$ cat src/rtl/keypad_pkg.sv
// Shared definitions for the keypad emulator: FSM states, key_code field
// positions and the row/column line encodings.
package keypad_pkg;

  // Emulation FSM states
  typedef enum logic [1:0] {
    ST_IDLE  = 2'd0,
    ST_ARM   = 2'd1,
    ST_PRESS = 2'd2,
    ST_GAP   = 2'd3
  } kp_state_e;

  // Key request and line widths
  localparam int unsigned KEY_W  = 4;
  localparam int unsigned LINE_W = 4;

  // key_code field positions: [3:2] row index, [1:0] column index
  localparam int unsigned ROW_HI = 3;
  localparam int unsigned ROW_LO = 2;
  localparam int unsigned COL_HI = 1;
  localparam int unsigned COL_LO = 0;

  // Line encodings (all lines active-low)
  localparam logic [LINE_W-1:0] IDLE_LINES     = 4'b1111;
  localparam logic [LINE_W-1:0] SCAN_START_ROW = 4'b1110;
  localparam logic [LINE_W-1:0] LINE_ONE       = 4'b0001;

  // One-cold line pattern that pulls line 'idx' low
  function automatic logic [LINE_W-1:0] line_drive(input logic [1:0] idx);
    return ~(LINE_ONE << idx);
  endfunction

  // Row index field of a key code
  function automatic logic [1:0] key_row(input logic [KEY_W-1:0] code);
    return code[ROW_HI:ROW_LO];
  endfunction

  // Column index field of a key code
  function automatic logic [1:0] key_col(input logic [KEY_W-1:0] code);
    return code[COL_HI:COL_LO];
  endfunction

endpackage

$ cat src/rtl/key_fifo.sv
// Synchronous request FIFO. Full/empty come from the registered occupancy
// count, so a pop never makes a full FIFO accept in the same cycle.
// DEPTH must be a power of two so the pointers wrap naturally.
module key_fifo #(
  parameter int unsigned WIDTH = 4,
  parameter int unsigned DEPTH = 4
) (
  input  logic             clock,
  input  logic             reset,
  input  logic             push,
  input  logic [WIDTH-1:0] push_data,
  input  logic             pop,
  output logic [WIDTH-1:0] pop_data,
  output logic             full,
  output logic             empty
);

  localparam int unsigned AW = (DEPTH > 1) ? $clog2(DEPTH) : 1;
  localparam logic [AW:0] DEPTH_CNT = (AW+1)'(DEPTH);

  logic [WIDTH-1:0] mem_q [DEPTH];
  logic [WIDTH-1:0] mem_d [DEPTH];
  logic [AW-1:0]    wr_ptr_q, wr_ptr_d;
  logic [AW-1:0]    rd_ptr_q, rd_ptr_d;
  logic [AW:0]      count_q, count_d;
  logic             push_ok_s;
  logic             pop_ok_s;

  assign full      = (count_q == DEPTH_CNT);
  assign empty     = (count_q == (AW+1)'(0));
  assign pop_data  = mem_q[rd_ptr_q];
  assign push_ok_s = push && !full;
  assign pop_ok_s  = pop && !empty;

  // Next storage, pointer and occupancy values
  always_comb begin
    mem_d    = mem_q;
    wr_ptr_d = wr_ptr_q;
    rd_ptr_d = rd_ptr_q;
    count_d  = count_q;
    if (push_ok_s) begin
      mem_d[wr_ptr_q] = push_data;
      wr_ptr_d        = wr_ptr_q + AW'(1);
    end else begin
      wr_ptr_d = wr_ptr_q;
    end
    if (pop_ok_s) begin
      rd_ptr_d = rd_ptr_q + AW'(1);
    end else begin
      rd_ptr_d = rd_ptr_q;
    end
    if (push_ok_s && !pop_ok_s) begin
      count_d = count_q + (AW+1)'(1);
    end else if (pop_ok_s && !push_ok_s) begin
      count_d = count_q - (AW+1)'(1);
    end else begin
      count_d = count_q;
    end
  end

  // FIFO state registers with synchronous reset to empty
  always_ff @(posedge clock) begin
    if (reset) begin
      mem_q    <= '{default: '0};
      wr_ptr_q <= AW'(0);
      rd_ptr_q <= AW'(0);
      count_q  <= (AW+1)'(0);
    end else begin
      mem_q    <= mem_d;
      wr_ptr_q <= wr_ptr_d;
      rd_ptr_q <= rd_ptr_d;
      count_q  <= count_d;
    end
  end

endmodule

$ cat src/rtl/keypad_emulator.sv
// Keypad emulator: replays queued key codes onto a scanned matrix keypad by
// pulling the matching column low while the scanner drives the key's row.
// Each key is held for HOLD_SCANS scan rounds, followed by GAP_SCANS released
// rounds; a stalled scanner aborts the active key after TIMEOUT_CYCLES.
module keypad_emulator
  import keypad_pkg::*;
#(
  parameter int unsigned HOLD_SCANS     = 3,
  parameter int unsigned GAP_SCANS      = 2,
  parameter int unsigned FIFO_DEPTH     = 4,
  parameter int unsigned TIMEOUT_CYCLES = 65535
) (
  input  logic              clock,
  input  logic              reset,
  input  logic [LINE_W-1:0] keyPad_row,
  output logic [LINE_W-1:0] keyPad_col,
  input  logic              key_valid,
  input  logic [KEY_W-1:0]  key_code,
  output logic              key_ready,
  output logic              key_done,
  output logic              timeout_err,
  output logic              busy
);

  localparam int unsigned RND_MAX = (HOLD_SCANS > GAP_SCANS) ? HOLD_SCANS : GAP_SCANS;
  localparam int unsigned RND_W   = (RND_MAX > 0) ? $clog2(RND_MAX + 1) : 1;
  localparam int unsigned TMO_W   = (TIMEOUT_CYCLES > 0) ? $clog2(TIMEOUT_CYCLES + 1) : 1;

  localparam logic [RND_W-1:0] RND_SAT   = {RND_W{1'b1}};
  localparam logic [TMO_W-1:0] TMO_SAT   = {TMO_W{1'b1}};
  localparam logic [RND_W-1:0] HOLD_CNT  = RND_W'(HOLD_SCANS);
  localparam logic [RND_W-1:0] GAP_CNT   = RND_W'(GAP_SCANS);
  localparam logic [TMO_W-1:0] TMO_LIMIT = TMO_W'(TIMEOUT_CYCLES);

  kp_state_e         state_q, state_d;
  logic [LINE_W-1:0] row_q, row_d;
  logic [LINE_W-1:0] row_prev_q, row_prev_d;
  logic [KEY_W-1:0]  cur_key_q, cur_key_d;
  logic [RND_W-1:0]  rnd_q, rnd_d;
  logic [TMO_W-1:0]  tmo_q, tmo_d;
  logic              key_done_q, key_done_d;
  logic              timeout_err_q, timeout_err_d;

  logic              scan_start_s;
  logic [RND_W-1:0]  rnd_inc_s;
  logic [TMO_W-1:0]  tmo_inc_s;
  logic              tmo_hit_s;
  logic              hold_hit_s;
  logic              gap_hit_s;
  logic              fifo_pop_s;
  logic              fifo_full_s;
  logic              fifo_empty_s;
  logic [KEY_W-1:0]  fifo_head_s;

  // Pending key requests; the FIFO itself drops pushes while full
  key_fifo #(
    .WIDTH (KEY_W),
    .DEPTH (FIFO_DEPTH)
  ) u_fifo (
    .clock     (clock),
    .reset     (reset),
    .push      (key_valid),
    .push_data (key_code),
    .pop       (fifo_pop_s),
    .pop_data  (fifo_head_s),
    .full      (fifo_full_s),
    .empty     (fifo_empty_s)
  );

  // A round starts when the registered row first shows the top row active
  assign scan_start_s = (row_q == SCAN_START_ROW) && (row_prev_q != SCAN_START_ROW);

  // Saturating increments: counters stick at all-ones instead of wrapping
  assign rnd_inc_s  = (rnd_q == RND_SAT) ? RND_SAT : (rnd_q + RND_W'(1));
  assign tmo_inc_s  = (tmo_q == TMO_SAT) ? TMO_SAT : (tmo_q + TMO_W'(1));
  assign tmo_hit_s  = !scan_start_s && (tmo_inc_s == TMO_LIMIT);
  assign hold_hit_s = scan_start_s && (rnd_inc_s == HOLD_CNT);
  assign gap_hit_s  = scan_start_s && (rnd_inc_s == GAP_CNT);

  // FSM state register
  always_ff @(posedge clock) begin
    if (reset) begin
      state_q <= ST_IDLE;
    end else begin
      state_q <= state_d;
    end
  end

  // FSM next-state logic; a timeout wins over round progress in every active state
  always_comb begin
    state_d = state_q;
    case (state_q)
      ST_IDLE: begin
        if (!fifo_empty_s) begin
          state_d = ST_ARM;
        end else begin
          state_d = ST_IDLE;
        end
      end
      ST_ARM: begin
        if (tmo_hit_s) begin
          state_d = ST_IDLE;
        end else if (scan_start_s) begin
          state_d = ST_PRESS;
        end else begin
          state_d = ST_ARM;
        end
      end
      ST_PRESS: begin
        if (tmo_hit_s) begin
          state_d = ST_IDLE;
        end else if (hold_hit_s) begin
          state_d = ST_GAP;
        end else begin
          state_d = ST_PRESS;
        end
      end
      ST_GAP: begin
        if (tmo_hit_s || gap_hit_s) begin
          state_d = ST_IDLE;
        end else begin
          state_d = ST_GAP;
        end
      end
      default: begin
        state_d = ST_IDLE;
      end
    endcase
  end

  // FSM outputs: column drive, FIFO pop and status flags
  always_comb begin
    keyPad_col = IDLE_LINES;
    if ((state_q == ST_PRESS) && (keyPad_row == line_drive(key_row(cur_key_q)))) begin
      keyPad_col = line_drive(key_col(cur_key_q));
    end else begin
      keyPad_col = IDLE_LINES;
    end
    fifo_pop_s  = (state_q == ST_IDLE) && !fifo_empty_s;
    busy        = (state_q != ST_IDLE) || !fifo_empty_s;
    key_ready   = !fifo_full_s;
    key_done    = key_done_q;
    timeout_err = timeout_err_q;
  end

  // Next values for the row history, current key, counters and event pulses
  always_comb begin
    row_d         = keyPad_row;
    row_prev_d    = row_q;
    cur_key_d     = cur_key_q;
    rnd_d         = rnd_q;
    tmo_d         = tmo_q;
    key_done_d    = 1'b0;
    timeout_err_d = 1'b0;
    case (state_q)
      ST_IDLE: begin
        // Counters sit at zero so ARM always starts with a fresh timeout window
        rnd_d = RND_W'(0);
        tmo_d = TMO_W'(0);
        if (!fifo_empty_s) begin
          cur_key_d = fifo_head_s;
        end else begin
          cur_key_d = cur_key_q;
        end
      end
      ST_ARM: begin
        if (tmo_hit_s) begin
          timeout_err_d = 1'b1;
          rnd_d         = RND_W'(0);
          tmo_d         = TMO_W'(0);
        end else if (scan_start_s) begin
          rnd_d = RND_W'(0);
          tmo_d = TMO_W'(0);
        end else begin
          tmo_d = tmo_inc_s;
        end
      end
      ST_PRESS: begin
        if (tmo_hit_s) begin
          timeout_err_d = 1'b1;
          rnd_d         = RND_W'(0);
          tmo_d         = TMO_W'(0);
        end else if (hold_hit_s) begin
          rnd_d = RND_W'(0);
          tmo_d = TMO_W'(0);
        end else if (scan_start_s) begin
          rnd_d = rnd_inc_s;
          tmo_d = TMO_W'(0);
        end else begin
          tmo_d = tmo_inc_s;
        end
      end
      ST_GAP: begin
        if (tmo_hit_s) begin
          timeout_err_d = 1'b1;
          rnd_d         = RND_W'(0);
          tmo_d         = TMO_W'(0);
        end else if (gap_hit_s) begin
          key_done_d = 1'b1;
          rnd_d      = RND_W'(0);
          tmo_d      = TMO_W'(0);
        end else if (scan_start_s) begin
          rnd_d = rnd_inc_s;
          tmo_d = TMO_W'(0);
        end else begin
          tmo_d = tmo_inc_s;
        end
      end
      default: begin
        rnd_d = RND_W'(0);
        tmo_d = TMO_W'(0);
      end
    endcase
  end

  // Datapath registers; reset parks the row history at the idle pattern
  always_ff @(posedge clock) begin
    if (reset) begin
      row_q         <= IDLE_LINES;
      row_prev_q    <= IDLE_LINES;
      cur_key_q     <= KEY_W'(0);
      rnd_q         <= RND_W'(0);
      tmo_q         <= TMO_W'(0);
      key_done_q    <= 1'b0;
      timeout_err_q <= 1'b0;
    end else begin
      row_q         <= row_d;
      row_prev_q    <= row_prev_d;
      cur_key_q     <= cur_key_d;
      rnd_q         <= rnd_d;
      tmo_q         <= tmo_d;
      key_done_q    <= key_done_d;
      timeout_err_q <= timeout_err_d;
    end
  end

endmodule

$ cat config.mk
export PLATFORM = sky130hd
export DESIGN_NAME = keypad_emulator
export DESIGN_NICKNAME = d
export VERILOG_FILES = /design/src/rtl/keypad_pkg.sv /design/src/rtl/key_fifo.sv /design/src/rtl/keypad_emulator.sv
export SDC_FILE = /design/constraint.sdc
export NUM_CORES = 1
export LEC_CHECK = 0
export CAP_MARGIN = 20
export CORE_AREA = 2 2 59 84
export CTS_CLUSTER_SIZE = 24
export DETAILED_ROUTE_END_ITERATION = 7
export DIE_AREA = 0 0 61 86
export PLACE_DENSITY = 0.81
export SKIP_LAST_GASP = 1
export SLEW_MARGIN = 10
export SYNTH_ARGS = -nofsm -noshare
export SYNTH_HDL_FRONTEND = slang
export SYNTH_SLANG_ARGS = --single-unit
$ cat constraint.sdc
create_clock -name clock -period 3.5 [get_ports clock]
set_input_delay 0.7 -clock clock [delete_from_list [all_inputs] [get_ports clock]]
set_output_delay 0.7 -clock clock [all_outputs]
set_load 0.1 [all_outputs]
# --- After elaboration in Yosys (flattened, before gate mapping) ---
# Cells that the tools add are included.
classes:
  addsub: 6
  mul: 0
  div_mod_pow: 0
  order_cmp: 3
  eq_ne: 13
  shift: 2
  n_mux: 35
  bitwise_logic: 7
  n_reduce_logical: 26
ops:
  columns: ["operator", "n"]
  rows:
  - ["16-bit two-way mux", 7]
  - ["16-bit case mux with 4 select lines", 1]
  - ["16-bit equality test (second input constant)", 2]
  - ["2-bit two-way mux", 12]
  - ["16-bit by 1-bit adder with 16-bit output (second input constant)", 1]
  - ["16-bit bitwise mux", 1]
  - ["4-bit two-way mux", 4]
  - ["2-bit case mux with 4 select lines", 2]
  - ["1-bit logical AND", 11]
  - ["2-bit equality test (second input constant)", 5]
  - ["4-bit binary-select mux with 2-bit select", 1]
  - ["4-bit demux with 2-bit select", 1]
  - ["4-bit NOT", 2]
  - ["1-bit by 2-bit left shift with 4-bit output (first input constant)", 2]
  - ["2-bit by 1-bit adder with 2-bit output (second input constant)", 3]
  - ["3-bit greater-or-equal comparator (second input constant)", 2]
  - ["3-bit two-way mux", 2]
  - ["2-bit NOT with 3-bit output", 2]
  - ["3-bit OR reduction", 2]
  - ["1-bit logical NOT", 5]
  - ["4-bit equality test", 1]
  - ["4-bit equality test (second input constant)", 1]
  - ["1-bit two-way mux", 4]
  - ["4-bit != test (second input constant)", 1]
  - ["other kinds (13)", 17]
totals:
  regBits: 57
  latch_bits: 0
  mem_bits_rw: 0
  rom_bits: 0
  output_inout_bits: 8
  word_cells: 107
  n_memories: 0

# --- Longest topological paths before layout ---
depth:
  word_depth: 7
  depth_mapped: 11

# --- Hierarchy ---
# A second synthesis with hierarchy kept.
unflattened:
  hier_cells: 287
  area_unflattened_um2: 2770.2
by_module_without_submodules:
  columns: ["mod", "instances", "cells_per_inst", "area_each_um2", "seq_area_each_um2"]
  rows:
  - ["keypad_emulator", 1, 182, 1630.3, 680.7]
  - ["key_fifo", 1, 105, 1139.8, 460.4]

# --- Least setup slack after synthesis ---
# Ideal clock, no wire load.
synth_path:
  path_kind: "input to output"
  startpoint: "input keyPad_row[2]"
  endpoint: "output keyPad_col[1]"
  arrival_ns: 2.418
  slack_ns: 0.382
  path_stages: 5
  cell_sequence: "or3b_2 -> a21oi_1 -> o21ai_0 -> a211oi_1 -> nand3b_1"
synth_via:
  elab_chain_len: 3
synth_rtl:
  columns: ["element", "line_no", "source"]
  rows:
  - ["from (decl)", "keypad_emulator.sv:15", "input logic [LINE_W-1:0] keyPad_row,"]
  - ["4-bit equality test", "keypad_emulator.sv:134", "if ((state_q == ST_PRESS) && (keyPad_row == line_drive(key_row(cur_key_q)))) begin"]
  - ["1-bit logical AND", "keypad_emulator.sv:134", null]
  - ["4-bit two-way mux", "keypad_emulator.sv:134", null]
  - ["to (decl)", "keypad_emulator.sv:16", "output logic [LINE_W-1:0] keyPad_col,"]
# No other way between the ends.

# --- Worst setup path in the final report ---
layout_path:
  startpoint: "input keyPad_row[3]"
  endpoint: "output keyPad_col[0]"
# The elaborated chain is that of the path after synthesis.

==> results.cfg <==
[run_status]
status = complete, no violations

[synth]
netlist_area_um2 = 2760
ys_seq_elements = 57
synth_nets = 334
synth-edff-count = 0
avgSynthCellArea_um2 = 8.73
synth_seq_area_share_pct = 41.3
ys.flop_type = dfxtp_1
netlist_instances = 316
async_flop_share_pct = 0
synth_cell_types = 50
ys_warn_count = 0

[detailed_routing]
routed-wl-met2_um = 3060
wirelength_um = 5450
wl_met3_um = 194
post-route-drc-count = 0
m1WireLength_um = 2090
vias = 2246
antenna_left = 0
drt_iter0_markers = 88
highest_layer = met4
first_pass_iters = 4
viasPerCell = 5.56
wire_per_inst_um = 13.5

[finish]
seqCellArea_um2 = 1140
layout.nets = 355
fill_cells = 367
area_growth_syn_to_layout_pct = 16.1
drive_gt1_share_pct = 18.4
multi_input_area_um2 = 1500
layoutNonFillerInstCount = 404
final_common_cell = dfxtp_1
layout_common_cells = dfxtp_1, nand2_1, a21oi_1, nand3_1, nor2_1
antenna_cells = 0
final_core_util_pct = 71.8
final_area_um2 = 3210

[cts]
clkLatencyLatePin_ns = 0.34
h-tree-depth = 3
clock_sinks = 57
cts_buffer_depth = 2
clk_pin_slew_ns = 0.07
root_buffer = clkbuf_8
post_cts_buffers = 0
cts_inserted_buffers = 9
cts_tree = done

[sta]
setup_viol = 0
drv_slew = 0
period_needed_ns = 3.35
tightest_slew_ns = 0.958
tns_ns = 0
max_slew_margin_pct = 36.0
finalHoldViolations = 0
rsz0062_at_grt = false
fin_skew_ns = 0.00995
fin_crit_sh_pct = 95.6
max_freq_mhz = 299

[setup_path]
cpMaxStageDelayCell = clkdlybuf4s50_1
crit_fanout = 4
path_cells = clkdlybuf4s50_1 > or3b_2 > a21oi_1 > o21ai_0 > a211oi_2 > nor2b_1 > nand2b_1 > buf_12
critPathArrivalTime_ns = 2.65
start_kind = primary input
critPathMaxStageDelay_ns = 0.50
cp_num_buf_inv = 2
r2r_cells = 6
worstPathRequired_ns = 2.80
crit_path_end_kind = primary output
rrSetupSlack_ns = 0.97
path_class = in -> out
r2r-start = tmo_q[0]
path_delay_family = simple AND/OR/NAND/NOR gates
worst_r2r_endpoint = timeout_err

[pwr]
power_density_nw_per_um2 = 559
ir_drop_mv = 0.409
total_power_mw = 1.79
leakage_nw = 1.08

[worst_hold_path]
hold_path.class = reg -> reg
worstHoldStart = row_prev_d[0]
worstHoldPathCells = 1
whs_endpoint = row_prev_q[0]

[grt]
grt_use_total_pct = 23.6
grt_max_degree = 41
grt_first_pass_wirelength_um = 9240
antenna_found_initial = 0
grt_overflow = 0
grt_pass1_vias = 2178

[floorplanning]
core.rowCount = 29
coreArea_um2 = 4460
die_w_um = 61
ios = 19
start_util_pct = 61.8
die_h_um = 86
dieArea_um2 = 5250

[placed_design]
gp_congestion = 0.826
hpwl_um = 4000
numPortBuffers = 18
dp.cells = 388
placed_area_um2 = 3020

[flow_run]
maxCapViolations = 0
synth_stat cells (all sizes together) (2+ instances only):
cell | number | area [um^2]
dfxtp | 57 | 1140
nand2 | 47 | 176
a21oi | 28 | 151
nor2 | 27 | 119
nand3 | 25 | 135
a211oi | 14 | 130
inv | 12 | 45.0
nor3 | 10 | 55.1
xnor2 | 10 | 87.6
o21ai | 8 | 40.0
or2 | 8 | 50.1
clkbuf | 7 | 26.3
buf | 6 | 45.1
ha | 6 | 75.1
nor4 | 5 | 43.8
xor2 | 5 | 43.8
mux4 | 4 | 90.1
and2 | 3 | 18.8
and3 | 3 | 20.0
nand4 | 3 | 18.8
a31oi | 2 | 12.5
and4 | 2 | 17.5
mux2 | 2 | 22.5
mux2i | 2 | 20.0
nand3b | 2 | 15.0
nand4b | 2 | 17.5
nor2b | 2 | 12.5
or3 | 2 | 12.5
power by group:
part | switching (mW) | internal (mW) | total, mW | leakage [nW]
registers | 0.0718 | 0.706 | 0.777 | 0.464
clock network | 0.273 | 0.276 | 0.549 | 0.0922
logic | 0.288 | 0.177 | 0.465 | 0.527
total | 0.632 | 1.16 | 1.79 | 1.08
cell type report:
cell class                      count  area share (%)
Multi-Input combinational cell    233            46.9
Sequential cell                    57            35.6
Timing Repair Buffer               23            7.88
Clock buffer                       10            4.29
Tap cell                           62            2.42
Inverter                           13            1.52
Clock inverter                      6            1.37
sequential cells by signal (all words and copies together), names as in the netlist:
name and cells:
u_fifo.wr_ptr_q 2, u_fifo.mem_q 16, row_prev_d 4, rnd_q 2, cur_key_q 4, row_prev_q 4
state_q 2, timeout_err 1, u_fifo.rd_ptr_q 2, tmo_q 16, key_done 1, u_fifo.count_q 3
worst max path at each step:
stage,depth (start not counted),endpoint,slack (ns),start
after floorplan,5,keyPad_col[1],0.38,keyPad_row[2]
after global placement,8,keyPad_col[0],0.15,keyPad_row[3]
after detailed placement,8,keyPad_col[2],0.08,keyPad_row[3]
after CTS,8,keyPad_col[2],0.07,keyPad_row[3]
after global routing,8,keyPad_col[2],0.004,keyPad_row[3]
final,8,keyPad_col[0],0.15,keyPad_row[3]
per-stage QoR:
stage          worst slack, ns  hold WS (ns)
3_5_place_dp            0.0805         0.418
2_1_floorplan            0.382         0.404
5_1_grt                0.00445         0.452
6_report                 0.154         0.433
3_3_place_gp             0.154         0.413
4_1_cts                 0.0729         0.434
cell families (layout without fill, tap and decap cells):
logic type      count (synthesis)  in the layout  synth area share [%]
fa+ha+maj                       8              8                  3.81
buf+inv                        26             52                  4.35
simple gates                  145            145                  26.9
mux                             8              8                  4.81
xor+xnor                       15             15                  4.76
flops                          57             57                  41.3
compound gates                 57             57                  14.0
metal layers:
metal  vias to the layer above  global-route usage, %
met5                         -                      0
li1                       1147                      -
met1                      1048                   23.9
met2                        39                   42.5
met4                         0                   10.7
met3                        12                   6.79
what timing repair did:
action | in CTS | in global routing
endpoints found under the hold margin | 0 | 0
resized for setup | 0 | 1
hold buffers | 0 | 0
setup endpoints to repair | 0 | 4
worst reg2reg max path: stages, from the launching register on:
cell and delay, ns:
dfxtp_1 0.43, ha_1 0.25, nand3_1 0.17, nor4_2 0.34
nand2_1 0.44, a21oi_4 0.65, and2_1 0.20
(Power assumes the default switching activity.)
